## config.mk

```make
export PLATFORM = sky130hd
export DESIGN_NAME = ecc_mem_ctrl
export DESIGN_NICKNAME = d
export VERILOG_FILES = /design/src/rtl/ecc_mem_ctrl.sv
export SDC_FILE = /design/constraint.sdc
export NUM_CORES = 1
export LEC_CHECK = 0
export ABC_AREA = 1
export CORE_MARGIN = 5
export CORE_UTILIZATION = 57
export DETAILED_ROUTE_END_ITERATION = 6
export GPL_TIMING_DRIVEN = 0
export PLACE_DENSITY_LB_ADDON = 0.1
export SYNTH_ARGS = -nofsm -noshare
export SYNTH_HDL_FRONTEND = slang
export SYNTH_SLANG_ARGS = --single-unit
```

## constraint.sdc

```tcl
create_clock -name clk -period 7.5 [get_ports clk]
set_clock_uncertainty 0.1 [all_clocks]
set_input_delay 2.25 -clock clk [delete_from_list [all_inputs] [get_ports clk]]
set_output_delay 2.25 -clock clk [all_outputs]
set_load 0.1 [all_outputs]
```

## src/rtl/ecc_mem_ctrl.sv

```systemverilog
// ecc_mem_ctrl: SEC-DED (39,32) SRAM controller with a CPU load/store port, a background scrubber and error counters.
// Define ECC_ERR_LOG_EN to add ue_addr_o/ue_syn_o capture of the most recent uncorrectable error.
module hamming_ecc_unit (
    input  logic [31:0] enc_data_i,
    output logic [38:0] enc_cw_o,
    input  logic [38:0] dec_cw_i,
    output logic [31:0] dec_data_o,
    output logic        s_err_o,
    output logic        d_err_o
`ifdef ECC_ERR_LOG_EN
    ,
    output logic [6:0]  syn_o
`endif
);
    // Codeword bit 0 is overall parity; bits 38:1 are Hamming positions 1..38, check bits at powers of two.
    function automatic logic [38:0] pmask(input int k);
        pmask = '0;
        for (int p = 1; p < 39; p++) pmask[p[5:0]] = ((p >> k) & 1) != 0;
    endfunction

    function automatic logic [38:0] place(input logic [31:0] d);
        int j;
        j = 0;
        place = '0;
        for (int p = 3; p < 39; p++)
            if ((p & (p - 1)) != 0) begin
                place[p[5:0]] = d[j[4:0]];
                j++;
            end
    endfunction

    function automatic logic [31:0] extract(input logic [38:0] cw);
        int j;
        j = 0;
        extract = '0;
        for (int p = 3; p < 39; p++)
            if ((p & (p - 1)) != 0) begin
                extract[j[4:0]] = cw[p[5:0]];
                j++;
            end
    endfunction

    logic [38:0] cw;
    logic [5:0]  syn;
    logic        syn_g;

    always_comb begin
        cw = place(enc_data_i);
        for (int k = 0; k < 6; k++) cw[6'(1 << k)] = ^(cw & pmask(k));
        cw[0] = ^cw[38:1];
        enc_cw_o = cw;
    end

    always_comb begin
        syn = '0;
        for (int k = 0; k < 6; k++) syn[k] = ^(dec_cw_i & pmask(k));
        syn_g = ^dec_cw_i;
        s_err_o = syn_g && syn < 6'd39;
        d_err_o = syn_g ? syn > 6'd38 : syn != '0;
        dec_data_o = extract(dec_cw_i ^ (39'(s_err_o) << syn));
    end

`ifdef ECC_ERR_LOG_EN
    assign syn_o = {syn_g, syn};
`endif
endmodule

module ecc_mem_ctrl #(
    parameter int AW             = 10,
    parameter int SCRUB_INTERVAL = 1024,
    parameter int CNT_W          = 16
) (
    input  logic             clk,
    input  logic             rst_n,
    input  logic             cpu_req_i,
    input  logic             cpu_we_i,
    input  logic [AW-1:0]    cpu_addr_i,
    input  logic [31:0]      cpu_wdata_i,
    output logic             cpu_ready_o,
    output logic             cpu_rvalid_o,
    output logic [31:0]      cpu_rdata_o,
    output logic             cpu_err_o,
    input  logic             scrub_en_i,
    output logic             mem_en_o,
    output logic             mem_we_o,
    output logic [AW-1:0]    mem_addr_o,
    output logic [38:0]      mem_wdata_o,
    input  logic [38:0]      mem_rdata_i,
    output logic [CNT_W-1:0] cnt_ce_o,
    output logic [CNT_W-1:0] cnt_ue_o,
    output logic             irq_ue_o
`ifdef ECC_ERR_LOG_EN
    ,
    output logic [AW-1:0]    ue_addr_o,
    output logic [6:0]       ue_syn_o
`endif
);
    typedef enum logic [1:0] {IDLE, CHK, WB} state_t;
    localparam int TW = $clog2(SCRUB_INTERVAL + 1);

    state_t           state_q;
    logic             run_q, src_cpu_q, pend_q, rvalid_q, err_q, irq_q;
    logic [TW-1:0]    tmr_q;
    logic [AW-1:0]    addr_q, saddr_q;
    logic [31:0]      wb_q, rdata_q;
    logic [CNT_W-1:0] ce_q, ue_q;
    logic [38:0]      enc_cw;
    logic [31:0]      dec_data;
    logic             s_err, d_err, idle, cpu_go, scrub_go, tmr_last;
`ifdef ECC_ERR_LOG_EN
    logic [6:0]       syn;
    logic [AW-1:0]    ue_addr_q;
    logic [6:0]       ue_syn_q;
    assign ue_addr_o = ue_addr_q;
    assign ue_syn_o  = ue_syn_q;
`endif

    hamming_ecc_unit u_ecc (
        .enc_data_i (state_q == WB ? wb_q : cpu_wdata_i),
        .enc_cw_o   (enc_cw),
        .dec_cw_i   (mem_rdata_i),
        .dec_data_o (dec_data),
        .s_err_o    (s_err),
        .d_err_o    (d_err)
`ifdef ECC_ERR_LOG_EN
        ,
        .syn_o      (syn)
`endif
    );

    // run_q keeps the combinational accept path quiet while reset is asserted.
    assign idle     = run_q && state_q == IDLE;
    assign cpu_go   = idle && cpu_req_i;
    assign scrub_go = idle && !cpu_req_i && pend_q && scrub_en_i;
    assign tmr_last = tmr_q == TW'(SCRUB_INTERVAL - 1);

    assign cpu_ready_o  = cpu_go;
    assign mem_en_o     = cpu_go || scrub_go || state_q == WB;
    assign mem_we_o     = (cpu_go && cpu_we_i) || state_q == WB;
    assign mem_addr_o   = !mem_en_o ? '0 : state_q == WB ? addr_q : cpu_go ? cpu_addr_i : saddr_q;
    assign mem_wdata_o  = mem_we_o ? enc_cw : '0;
    assign cpu_rvalid_o = rvalid_q;
    assign cpu_rdata_o  = rdata_q;
    assign cpu_err_o    = err_q;
    assign cnt_ce_o     = ce_q;
    assign cnt_ue_o     = ue_q;
    assign irq_ue_o     = irq_q;

    always_ff @(posedge clk or negedge rst_n) begin
        if (!rst_n) begin
            state_q   <= IDLE;
            run_q     <= 1'b0;
            src_cpu_q <= 1'b0;
            pend_q    <= 1'b0;
            tmr_q     <= '0;
            addr_q    <= '0;
            saddr_q   <= '0;
            wb_q      <= '0;
            rdata_q   <= '0;
            rvalid_q  <= 1'b0;
            err_q     <= 1'b0;
            irq_q     <= 1'b0;
            ce_q      <= '0;
            ue_q      <= '0;
`ifdef ECC_ERR_LOG_EN
            ue_addr_q <= '0;
            ue_syn_q  <= '0;
`endif
        end else begin
            run_q    <= 1'b1;
            rvalid_q <= 1'b0;
            err_q    <= 1'b0;
            irq_q    <= 1'b0;
            case (state_q)
                IDLE: begin
                    if (cpu_go && !cpu_we_i) begin
                        state_q   <= CHK;
                        src_cpu_q <= 1'b1;
                        addr_q    <= cpu_addr_i;
                    end else if (scrub_go) begin
                        state_q   <= CHK;
                        src_cpu_q <= 1'b0;
                        addr_q    <= saddr_q;
                    end
                end
                CHK: begin
                    state_q <= s_err ? WB : IDLE;
                    wb_q    <= dec_data;
                    if (src_cpu_q) begin
                        rvalid_q <= 1'b1;
                        rdata_q  <= dec_data;
                        err_q    <= d_err;
                    end else begin
                        saddr_q <= saddr_q + 1'b1;
                    end
                    if (s_err && !(&ce_q)) ce_q <= ce_q + 1'b1;
                    if (d_err) begin
                        irq_q <= 1'b1;
                        if (!(&ue_q)) ue_q <= ue_q + 1'b1;
`ifdef ECC_ERR_LOG_EN
                        ue_addr_q <= addr_q;
                        ue_syn_q  <= syn;
`endif
                    end
                end
                default: state_q <= IDLE;
            endcase
            // The timer freezes while a scrub is pending; dropping scrub_en discards both.
            if (!scrub_en_i) begin
                tmr_q  <= '0;
                pend_q <= 1'b0;
            end else if (scrub_go) begin
                pend_q <= 1'b0;
            end else if (!pend_q) begin
                tmr_q  <= tmr_last ? '0 : tmr_q + 1'b1;
                pend_q <= tmr_last;
            end
        end
    end
endmodule

```

After elaboration in Yosys (flattened, before gate mapping)
Index checks and enable logic that the tools add are counted. Widths: inputs -> output; s select.

Magnitude comparators: 2. Bitwise logic cells: 3. Eq/ne operators: 6. Multiplexer cells: 27. Reduce and logical (&&, ||, !) cells: 39. Add/sub/neg operators: 4. Shift-type cells: 1.

Operator list (count): $reduce_xor 39->1 (12); $mux 10 (5); $mux 11 (4); $mux 39 (1); $shl 1x6->39 (1); $xor 39x39->39 (1); $reduce_xor 38->1 (1); $add 16x1->16 const B (2); $mux 32 (1); $reduce_and 16->1 (2); $mux 1 (12); $add 11x1->11 const B (1); $eq 11x10->1 const B (1); $add 10x1->10 const B (1); $reduce_and 2->1 (5); $logic_and 1x1->1 (9); $gt 6x6->1 const B (1); $lt 6x6->1 const B (1); $mux 2 (3); $reduce_bool 6->1 (1); $ne 2x2->1 const B (2); $pmux 2 s2 (1); $logic_not 1->1 (3); $logic_or 1x1->1 (3); 7 further kinds (8).

Flip-flop bits (word level): 135. Output and inout bits: 119. Input port bits: 86. Logic and storage cells: 96.

Logic depth before layout (Yosys ltp)
Gate-level depths: netlist (run 1).

Word-level depth: 8. Gate-level depth with buffers: 27. Depth with buffers taken out: 25.

Modules after synthesis
From an unflattened synthesis (run 1), not the netlist that was laid out.

Cell total of the unflattened synthesis: 1694. Area total of the unflattened synthesis: 10732.8 µm².

Modules (own cells, without submodules): ecc_mem_ctrl (area each 7298.2 µm², cells an instance 1014, sequential area each 3378.2 µm², times used 1); hamming_ecc_unit (area each 3434.5 µm², cells an instance 680, sequential area each 0.0 µm², times used 1).

Least setup slack after synthesis (run 1)
No wires, ideal clock.

Kind: input -> output. From: in scrub_en_i. To: out mem_addr_o[0]. Path buffers: 1. Data arrival time: 5424 ps. Slack: -274 ps. Cell stages on the path: 7. Data required time: 5150 ps. Cells stage by stage: nand2_1 inv_1 nand4_1 nand3_1 clkbuf_1 o21ai_0 a21oi_1.

Cells in the longest elaborated chain, start to end: 4.

Ends and longest elaborated chain: start: declaration (line 83) `input logic scrub_en_i,`; $logic_and 1x1->1 (line 134) `assign scrub_go = idle && !cpu_req_i && pend_q && scrub_en_i;`; $logic_or 1x1->1 (2 in series) (line 138) `assign mem_en_o = cpu_go || scrub_go || state_q == WB;`; net mem_en_o (line 84) `output logic mem_en_o,`; $mux 10 (line 140) `assign mem_addr_o = !mem_en_o ? '0 : state_q == WB ? addr_q : cpu_go ? cpu_addr_i : saddr_q;`; end: declaration (line 86) `output logic [AW-1:0] mem_addr_o,`.

The timed path passes the listed nets, and every way through them passes these cells.

Worst setup path in the final report (run 1)
From: in cpu_req_i. To: out mem_wdata_o[27].

Cells in the longest elaborated chain, start to end: 4.

Ends and longest elaborated chain: start: declaration (line 75) `input logic cpu_req_i,`; $logic_and 1x1->1 (line 133) `assign cpu_go = idle && cpu_req_i;`; $logic_and 1x1->1 (line 139) `assign mem_we_o = (cpu_go && cpu_we_i) || state_q == WB;`; $logic_or 1x1->1 (line 139); $mux 39 (line 141) `assign mem_wdata_o = mem_we_o ? enc_cw : '0;`; end: declaration (line 87) `output logic [38:0] mem_wdata_o,`.

No other way between the ends.

==> results by group, run 1 <==
Run status
  – Status: finished clean

Routing
  – First-pass DRT Iterations: 5
  – DRC: 0
  – Post-DRT Antenna Nets: 0
  – Drt first-iter violations: a little over 800
  – Routed len/inst: around 16 um
  – Vias/cell: approximately 5.4
  – DRT Wirelength: around 32 mm
  – Routed via count: between 10k and 15k

Synthesis
  – Mapped cell area: just over 0.01 mm2
  – Register area share after synthesis: roughly 33%
  – Seq cells post-synth: roughly 140
  – Yosys cell types: 44
  – Avg Synthesized Cell Area: 6.43 um2
  – Cell taking the most area after synthesis: dfrtp_1
  – Main combinational cell family by area after synthesis: simple AND/OR/NAND/NOR gates
  – EDFF count, synth: 0
  – Yosys top cell area share: 33.2%
  – Xor-xnor portion of the synthesized cell area: 10.0%
  – Post-synthesis adder-cell area fraction: less than 1%
  – Synthesized instance count: 1581
  – Mux share of post-synthesis cell area: 0%
  – Post-synthesis simple-gate area fraction: between 40 and 50%
  – Synth Warn #: 0
  – Synth area leaders: dfrtp_1 33%, nand2_1 25%, nand3_1 6.7%, inv_1 6.1%, xnor2_1 5.2%
  – Compound-cell area share of the yosys netlist: 7.34%
  – Asr flop ratio synth: between 90% and 100%
  – Syn nets: roughly 1.7k
  – Most common flop cell mapped by yosys: dfrtp_1

Power and ir drop
  – Pleak: 6.57 nW
  – Peak VDD IR: around 390 uV
  – Pwr dens: about 350 mW/mm2
  – P_sw: 2.58 mW
  – Clk pwr share: between 15 and 20%
  – Sequential power share: 23.2%
  – P_int: around 2.0 mW
  – Comb pwr share: 58.8%
  – Switching Share: approximately 56%

Global route
  – GR Util All Layers: between 30% and 40%
  – Vias in the first global route: 10.6k
  – Grt ovf: 0
  – First-pass GRT wire length: approximately 52 mm
  – Largest net degree at the start of global routing: between 70 and 80
  – Initial antenna violation count: 1

Setup path
  – Critical path's slowest cell: dlygate4sd2_1
  – Cell chain of the critical path: clkdlybuf4s50_1 > inv_1 > nor2_1 > a21oi_1 > clkbuf_1 > clkbuf_1 > nor2_1 > dlygate4sd2_1
  – Worst Path Required: between 5 and 6 ns
  – Reg2reg start: state_q[1]
  – Crit path max-delay family: buffers and inverters
  – Crit path launch type: input port
  – CP startpoint: cpu_req_i
  – CP endpoint: mem_wdata_o[27]
  – Crit. End Element: primary output
  – Critical R2R Capture: saddr_q[9]
  – WP data arrival: a little under 5 ns
  – Worst r2r path cells: 9
  – Buf+Inv Stages, Crit Path: 5
  – Critical path peak fanout: 10
  – Crit path kind: input port to primary output
  – Max stage delay on crit path: between 0.8 and 0.9 ns
  – R2R setup slack: 4.28 ns
  – Crit path depth: 8

Clock tree
  – Post-CTS setup buffer count: 0
  – Worst skew pair latency: roughly 0.43 ns
  – Root Buffer: clkbuf_16
  – TritonCTS Buffers: 17
  – CTS tree: built
  – Maximum clock path buffer count: 2
  – CTS Sinks: around 140
  – Clock transition at path regs: 0.06 ns
  – H-tree depth: 4

Finish
  – Core Util, Final: between 70% and 80%
  – Fraction of layout cells with a size suffix above 1: under 10%
  – Multi-input logic area: between 0.005 and 0.006 mm2
  – Antenna cells: 0
  – Synth-to-Final Area Change: 28.6%
  – Final std cell area, no fill: ~0.013 mm2
  – Fillers: approximately 1.4k
  – Nets: ~1.9k
  – Sequential cell area: 0.00338 mm2

STA
  – RSZ-0062 raised after global routing: no
  – Final Cycle Share: between 90% and 100%
  – F_max: ~0.14 GHz
  – Final setup viols: 0
  – Final worst path period need: approximately 7.3 ns
  – Worst Tran Pin Value: around 1.1 ns
  – Final worst slack: 0.196 ns
  – Relative slew margins: between 20% and 30%
  – Max Slew Vio Count: 0
  – Final hold violation count: 0
  – Fin Setup TNS: 0 ns

Floorplan
  – Io pins: about 210
  – Die W: 144 um
  – CORE AREA: 0.0174 mm2
  – Die Height: around 140 um
  – Initial core utilization: between 50 and 60%
  – Die area: 0.0206 mm2
  – Row Count: 48

Placement
  – GPL Wtd Cong: around 0.96
  – Dpl cell area: between 0.01 and 0.015 mm2
  – Dpl ws: -0.673 ns
  – Hpwl dp: around 25 mm
  – IO Port Bufs: roughly 200

Run
  – Max-cap violations: 0

Hold path
  – Worst min path class: flop to flop
[flip-flops by register name (all words and copies together) (netlist names)]
name and count:
cpu_rdata_o 32, wb_q 32, cnt_ce_o 16, cnt_ue_o 16
tmr_q 11, addr_q 10, saddr_q 10, state_q 2
cpu_err_o 1, cpu_rvalid_o 1, irq_ue_o 1, pend_q 1
run_q 1, src_cpu_q 1
[cell usage after synthesis (2+ instances only)]
cell and instances:
buf_2 12, nand3b_1 17, nor2_2 5, nor2_4 6
conb_1 2, ha_1 4, o21ai_1 43, xnor2_1 60
nor4_1 3, o21bai_1 2, nand3_1 137, a31oi_1 2
inv_2 7, nand4_1 7, nand3_4 2, a21oi_1 18
nand2_1 670, o21bai_2 2, nor2_1 85, buf_1 5
xnor2_2 5, clkbuf_1 24, nand4_2 2, buf_4 5
nor3_2 2, o21ai_0 68, nand2_2 4, nand2_4 3
buf_6 2, nor3_1 15, o22ai_1 4, o21ai_2 2
inv_1 166, clkinv_1 3, xor2_1 44, dfrtp_1 135
[placed cells by master, fill, tap and decap left out, drive strengths merged, types with 18 or more instances in the layout]
| master | count |
|---|---|
| nand2 | 677 |
| a21oi | 18 |
| buf | 27 |
| xor2 | 44 |
| nor2 | 96 |
| inv | 181 |
| clkbuf | 51 |
| nor3 | 18 |
| dfrtp | 135 |
| nand3 | 140 |
| clkdlybuf4s50 | 165 |
| o21ai | 113 |
| dlygate4sd2 | 22 |
| xnor2 | 66 |
[worst min-delay path: stages, from the launching register on]
cell and delay (ns):
dfrtp_1 0.34, nand2_1 0.05, nand2_1 0.05
[layout make-up]
cell class | instances | share of cell area (%)
Sequential cell | 135 | 25.8
Clock inverter | 15 | 1.22
Timing Repair Buffer | 204 | 15.3
Multi-Input combinational cell | 1221 | 45.4
Clock buffer | 17 | 3.25
Inverter | 177 | 5.10
Tap cell | 225 | 2.15
Buffer | 48 | 1.75
[metal layers]
metal | up-vias | global-route usage, % | part of all wire [%] | routed length [um]
li1 | 5392 | - | - | -
met1 | 5111 | 40.5 | 41 | 13100
met2 | 483 | 52.9 | 48 | 15500
met3 | 74 | 6.89 | 7.9 | 2550
met4 | 2 | 11.3 | 3.1 | 1010
met5 | - | 0 | 0.056 | 18
[what timing repair did]
action                     4_1_cts  5_1_grt
resized for setup               39       35
hold buffers                     0        0
setup endpoints to repair       33       15
[how the worst min path moves through the flow]
stage	startpoint	to	cells after the start
2_1_floorplan	wb_q[29]	wb_q[29]	2
3_3_place_gp	addr_q[9]	addr_q[9]	2
3_5_place_dp	cpu_rdata_o[12]	cpu_rdata_o[12]	2
4_1_cts	cpu_rdata_o[12]	cpu_rdata_o[12]	2
5_1_grt	cpu_rdata_o[12]	cpu_rdata_o[12]	2
6_report	cpu_rdata_o[12]	cpu_rdata_o[12]	2
[power groups by stage]
| stage | combinational (mW) | clock [mW] | sequential (mW) |
|---|---|---|---|
| global placement | 2.65 | 0 | 1.07 |
| finish | 2.71 | 0.828 | 1.07 |
| global route | 2.90 | 0.870 | 1.10 |
| CTS | 2.70 | 0.836 | 1.07 |
| floorplan | 1.23 | 0 | 1.87 |
| detailed placement | 2.69 | 0 | 1.08 |
[logic make-up after synthesis]
family,Yosys count
DFF,135
other,2
and+or+nand+nor,963
xor gates and xnor gates,110
adders and majority gates,4
AOI/OAI and AO/OA,142
buffers and inverters,225
[stage by stage]
step | cells | hold slack [ns] | power [mW]
floorplan | 1581 | 0.344 | 3.10
global placement | 2009 | 0.360 | 3.73
detailed placement | 2010 | 0.366 | 3.77
CTS | 2042 | 0.383 | 4.60
global route | 2042 | 0.400 | 4.87
finish | 2042 | 0.380 | 4.61
(Power assumes the default switching activity.)
==> run 2: changes to the inputs <==
Settings changed: CELL_PAD_IN_SITES_DETAIL_PLACEMENT from default to 0, CELL_PAD_IN_SITES_GLOBAL_PLACEMENT from default to 1, CORE_UTILIZATION 57 to 37.
Clock period 7.5 ns to 8.1 ns, I/O delays scaled along.
==> run 2 against run 1 <==
Compared with the run above:
- power shrank 6.6%
- core utilization shrank 26 points
- combinational power decreased by 7.7%
- via count shrank 4.8%
- critical path depth is the same
==> results by group, run 2 (synthesized netlist as in run 1, its figures left out) <==
Power and ir drop
  – Pleak: roughly 6.5 nW
  – Peak VDD IR: 255 uV
  – Pwr dens: between 300 and 400 mW/mm2
  – Total power: roughly 4.3 mW

Finish
  – Fraction of layout cells with a size suffix above 1: under 10%
  – Final std cell area, no fill: 0.0133 mm2
  – Fin cells: between 2k and 2.5k
  – Most frequent cells in the layout: 670 x nand2_1, 189 x clkdlybuf4s50_1, 166 x inv_1, 137 x nand3_1, 135 x dfrtp_1
  – Synth-to-Final Area Change: 30.8%
  – Fillers: about 2.8k
  – Nets: 1894
  – Commonest non-fill, non-tap cell in the layout: nand2_1

Placement
  – IO Port Bufs: slightly above 200
  – Hpwl dp: between 20 and 30 mm
  – Dpl cells: ~2.1k
  – Dpl ws: -0.485 ns
  – Dpl cell area: about 0.013 mm2
  – GPL Wtd Cong: 0.878

Clock tree
  – CTS tree: built
  – Maximum clock path buffer count: 2
  – Hold_buf cts: 0
  – TritonCTS Buffers: 17
  – CTS Sinks: approximately 140
  – Worst skew pair latency: roughly 0.42 ns
  – Clock transition at path regs: around 0.06 ns
  – H-tree depth: 4
  – Root Buffer: clkbuf_16

Routing
  – DRC: 0
  – Post-DRT Antenna Nets: 0
  – Vias/cell: roughly 5
  – Wire length on met1: between 15 and 20 mm
  – DR WL met3: around 1.5 mm
  – First-pass DRT Iterations: 5
  – Routed via count: roughly 11k
  – Drt first-iter violations: 650
  – DR top layer: met4
  – DRT Wirelength: between 30 and 40 mm
  – Met2 Routed Length: between 15 and 20 mm
  – Routed len/inst: between 15 and 20 um

STA
  – Relative slew margins: 32.1%
  – Final hold violation count: 0
  – Final worst slack: between 0.15 and 0.2 ns
  – Worst Tran Pin Value: 1.02 ns
  – RSZ-0062 raised after global routing: no
  – Final Cycle Share: between 90 and 100%
  – Final setup viols: 0
  – Hold_ws: 0.378 ns
  – Final worst path period need: around 7.9 ns
  – F_max: roughly 0.13 GHz
  – Max Slew Vio Count: 0

Setup path
  – Critical path peak fanout: 10
  – CP startpoint: cpu_req_i
  – Reg2reg start: state_q[1]
  – Worst r2r path cells: 9
  – Critical R2R Capture: saddr_q[9]
  – CP endpoint: mem_wdata_o[29]
  – Crit path launch type: input port
  – Worst Path Required: 5.57 ns
  – R2R setup slack: about 5.0 ns
  – Crit path kind: input port to primary output
  – Crit. End Element: primary output
  – WP data arrival: 5.38 ns

Floorplan
  – CORE AREA: 0.0270 mm2
  – Initial core utilization: a little under two fifths
  – Die area: between 0.03 and 0.04 mm2
  – Row Count: 60
  – Io pins: slightly above 200
  – Die W: roughly 180 um
  – Die Height: about 180 um

Global route
  – Initial antenna violation count: 0
  – Grt ovf: 0
  – First-pass GRT wire length: between 50 and 60 mm
  – Vias in the first global route: 10.5k
  – GR Util All Layers: 22.1%
  – Largest net degree at the start of global routing: 82

Hold path
  – Worst min path class: flop to flop
  – Min-delay src: cpu_rdata_o[1]

Run status
  – Status: finished clean

Run
  – Max-cap violations: 0
[run 2: changes by cell type in the layout (fill, tap and decap cells not counted), sizes merged]
cell / previous run / this run
bufinv: 0 / 2
clkbuf: 51 / 41
clkdlybuf4s15: 0 / 1
clkdlybuf4s50: 165 / 189
clkinv: 9 / 5
clkinvlp: 2 / 1
diode: 0 / 1
dlygate4sd2: 22 / 8
dlymetal6s2s: 4 / 3
inv: 181 / 184
[run 2: final cells by class]
class                   count  area [um2]  area share, %
flip-flops and latches    135        3380           25.4
well taps                 341         427           3.21
plain buffers              48         229           1.72
clock buffers              17         425           3.20
multi-input cells        1221        5930           44.6
diodes                      1        2.50         0.0188
clock inverters            15         179           1.35
repair buffers            204        2060           15.5
inverters                 177         667           5.02
[run 2: worst min path at each step]
stage | to | slack, ns | cells after the start
5_1_grt | addr_q[2] | 0.41 | 2
3_3_place_gp | addr_q[2] | 0.36 | 2
4_1_cts | cpu_rdata_o[1] | 0.38 | 2
2_1_floorplan | wb_q[29] | 0.34 | 2
6_report | cpu_rdata_o[1] | 0.38 | 2
3_5_place_dp | cpu_rdata_o[1] | 0.37 | 2
[run 2: repair_timing]
action | CTS | global route
setup buffers | 0 | 0
endpoints found under the setup margin | 10 | 6
resized for setup | 12 | 10
[run 2: worst max-delay path, stage by stage]
cell and delay (ns):
clkdlybuf4s50_1 0.45, inv_1 0.05, nor2_1 0.28, a21oi_1 0.15, clkbuf_1 0.28, clkbuf_1 0.31, nor2_1 0.24, clkdlybuf4s50_1 1.18
[run 2: metrics by stage]
step,TNS (ns),utilization (%)
CTS,0,49.1
floorplan,0,-
global placement,-158.15,46.8
finish,0,49.2
global route,0,49.2
detailed placement,-0.941,46.9
[run 2: per-layer routing]
| layer | vias to the layer above | GRT usage, % |
|---|---|---|
| met5 | - | 0 |
| met4 | 0 | 6.63 |
| met3 | 42 | 3.68 |
| met2 | 240 | 38.2 |
| met1 | 4879 | 28.3 |
| li1 | 5372 | - |
[run 2: power breakdown]
| group | total [mW] | leakage [nW] | switching [mW] | internal (mW) |
|---|---|---|---|---|
| registers | 0.992 | 1.73 | 0.139 | 0.853 |
| clock network | 0.820 | 0.297 | 0.352 | 0.468 |
| logic | 2.50 | 4.47 | 1.87 | 0.624 |
| total | 4.31 | 6.50 | 2.36 | 1.95 |
==> run 3: changes to the inputs <==
Settings changed: CORE_UTILIZATION 37 to 45, DONT_BUFFER_PORTS from default to 1.
==> run 3 against run 2 <==
Compared with the run above:
- power shrank 8.3%
- flip-flop and latch count unchanged
- register-to-register slack lost 0.30 ns
- cell count is 12% lower
- core utilization up 0.95 points
- worst hold slack improved by 0.0030 ns
- non-clock buffer count down 204
- global-route usage is 1.9 points higher
==> results by group, run 3 (synthesized netlist as in run 1, its figures left out) <==
STA
  – RSZ-0062 raised after global routing: no
  – Hold_ws: ~0.38 ns
  – F_max: around 0.13 GHz
  – Final setup viols: 0
  – Fin Setup TNS: 0 ns
  – Final hold violation count: 0
  – Max Slew Vio Count: 0
  – Final worst path period need: 7.57 ns
  – Relative slew margins: 15.7%
  – Final Cycle Share: slightly above 90%
  – Worst Tran Pin Value: about 1.3 ns

Finish
  – Antenna cells: 0
  – Nets: 1690
  – Commonest non-fill, non-tap cell in the layout: nand2_1
  – Sequential cell area: 0.00338 mm2
  – Multi-input logic area: approximately 0.0060 mm2
  – Core Util, Final: 50.1%
  – Synth-to-Final Area Change: 10.6%
  – Fin cells: ~1.9k
  – Fraction of layout cells with a size suffix above 1: 9.05%
  – Fillers: ~2.4k
  – Most frequent cells in the layout: 670 x nand2_1, 166 x inv_1, 137 x nand3_1, 135 x dfrtp_1, 68 x o21ai_0

Run
  – Max-cap violations: 0

Clock tree
  – CTS Sinks: about 140
  – Hold_buf cts: 0
  – Root Buffer: clkbuf_16
  – Post-CTS setup buffer count: 0
  – TritonCTS Buffers: 17
  – Clock transition at path regs: around 0.070 ns
  – H-tree depth: 4
  – Maximum clock path buffer count: 2
  – CTS tree: built
  – Worst skew pair latency: around 0.43 ns

Setup path
  – Critical path peak fanout: 5
  – Crit path top cell by count: nand2_1
  – Critical path's slowest cell: o21ai_0
  – Cell chain of the critical path: o21ai_0 > nand2_1 > nand3_1 > nand2_1 > inv_1 > nand2_1 > nand2_1 > inv_1 > nand3_1 > nand2_1 > nand2_1 > nand2_1 > nand2_1 > nand2_1 > nand2_1 > nand3_1 > nand3_1 > nand2_1 > nor2_4
  – Crit. End Element: primary output
  – WP data arrival: roughly 5 ns
  – Crit path launch type: input port
  – Buf+Inv Stages, Crit Path: 2
  – Crit path kind: input port to primary output
  – R2R setup slack: around 4.7 ns
  – Worst Path Required: 5.57 ns
  – Max stage delay on crit path: between 0.5 and 0.6 ns
  – Crit path max-delay family: simple AND/OR/NAND/NOR gates

Global route
  – Largest net degree at the start of global routing: ~140
  – First-pass GRT wire length: a little under 50 mm
  – GR Util All Layers: between 20% and 30%
  – Initial antenna violation count: 0
  – Grt ovf: 0
  – Vias in the first global route: ~9.4k

Power and ir drop
  – Pwr dens: about 350 mW/mm2
  – P_int: 1.66 mW
  – Peak VDD IR: roughly 220 uV
  – Pleak: around 5.6 nW
  – Clk pwr share: approximately a fifth
  – Total power: ~3.9 mW
  – Comb pwr share: ~35%
  – Sequential power share: 44.9%
  – Switching Share: 58.1%
  – P_sw: 2.29 mW

Routing
  – First-pass DRT Iterations: 7
  – DRC: 0
  – Routed len/inst: 16.4 um
  – DRT Wirelength: 31.2 mm
  – Routed via count: a little under 10k
  – Post-DRT Antenna Nets: 0
  – Drt first-iter violations: around 570
  – Vias/cell: roughly 5.1

Placement
  – Hpwl dp: about 25 mm
  – Dpl cells: 1866
  – IO Port Bufs: 0
  – GPL Wtd Cong: between 0.8 and 0.9

Floorplan
  – Initial core utilization: between 40% and 50%
  – Io pins: between 200 and 250
  – Die W: roughly 160 um
  – CORE AREA: about 0.022 mm2
  – Die Height: 160 um
  – Die area: around 0.026 mm2
  – Row Count: 55

Run status
  – Status: finished clean

Hold path
  – Worst min path class: flop to flop
==> run 3: cell count changes in the layout (fill, tap and decap cells not counted), sizes merged, moves of 3 or more <==
| cell | previous run | this run |
|---|---|---|
| dlygate4sd2 | 8 | 0 |
| dlymetal6s2s | 3 | 0 |
| clkdlybuf4s50 | 189 | 0 |
| buf | 27 | 24 |
==> run 3: stage by stage <==
| stage | cell area, um2 | setup slack, ns |
|---|---|---|
| 6_report | 11200 | 0.530 |
| 5_1_grt | 11200 | 0.207 |
| 4_1_cts | 11200 | 0.239 |
| 3_5_place_dp | 10700 | 0.262 |
| 3_3_place_gp | 10600 | -0.0915 |
| 2_1_floorplan | 10200 | 0.409 |
==> run 3: routing by layer <==
| layer | wire, um | GRT usage, % | vias to the layer above |
|---|---|---|---|
| met1 | 13300 | 29.6 | 4461 |
| li1 | - | - | 4970 |
| met5 | 0 | 0 | - |
| met2 | 15000 | 41.4 | 216 |
| met4 | 771 | 6.77 | 0 |
| met3 | 2020 | 6.52 | 41 |
==> run 3: timing repair <==
action | 4_1_cts | 5_1_grt
endpoints found under the hold margin | 0 | 0
endpoints found under the setup margin | 0 | 1
resized for setup | 0 | 1
==> run 3: area by class of cell <==
class | count | share of cell area (%)
Multi-Input combinational cell | 1221 | 53.6
Buffer | 48 | 2.06
Sequential cell | 135 | 30.0
Inverter | 177 | 5.93
Clock buffer | 17 | 3.78
Clock inverter | 15 | 1.41
Tap cell | 285 | 3.17
==> run 3: final timing paths <==
| kind | end | start | depth (start not counted) |
|---|---|---|---|
| max in group asynchronous | addr_q[4] | rst_n | 0 |
| worst min register to register | addr_q[2] | addr_q[2] | 2 |
| min in group asynchronous | cpu_rdata_o[22] | rst_n | 0 |
| worst max register to register | cnt_ce_o[15] | cnt_ce_o[0] | 12 |
| worst max-delay path | mem_wdata_o[0] | cpu_wdata_i[3] | 19 |
| worst min-delay path | addr_q[2] | addr_q[2] | 2 |
==> run 3: power groups by stage <==
stage               Clock, mW  Combinational (mW)  Sequential (mW)
CTS                     0.793                1.40             1.78
global placement            0                1.35             1.79
finish                  0.779                1.40             1.77
detailed placement          0                1.39             1.79
global route            0.828                1.56             1.80
floorplan                   0                1.14             1.73
==> run 3: worst reg2reg max path, delay by kind of cell, from the launching register on <==
kind                     cells  cell delay (ns)
adder cells (fa/ha/maj)      1             0.33
buffers and inverters        3             0.43
flip-flops                   1             1.03
AO/OA/AOI/OAI                1             0.10
AND/OR/NAND/NOR              7             1.34
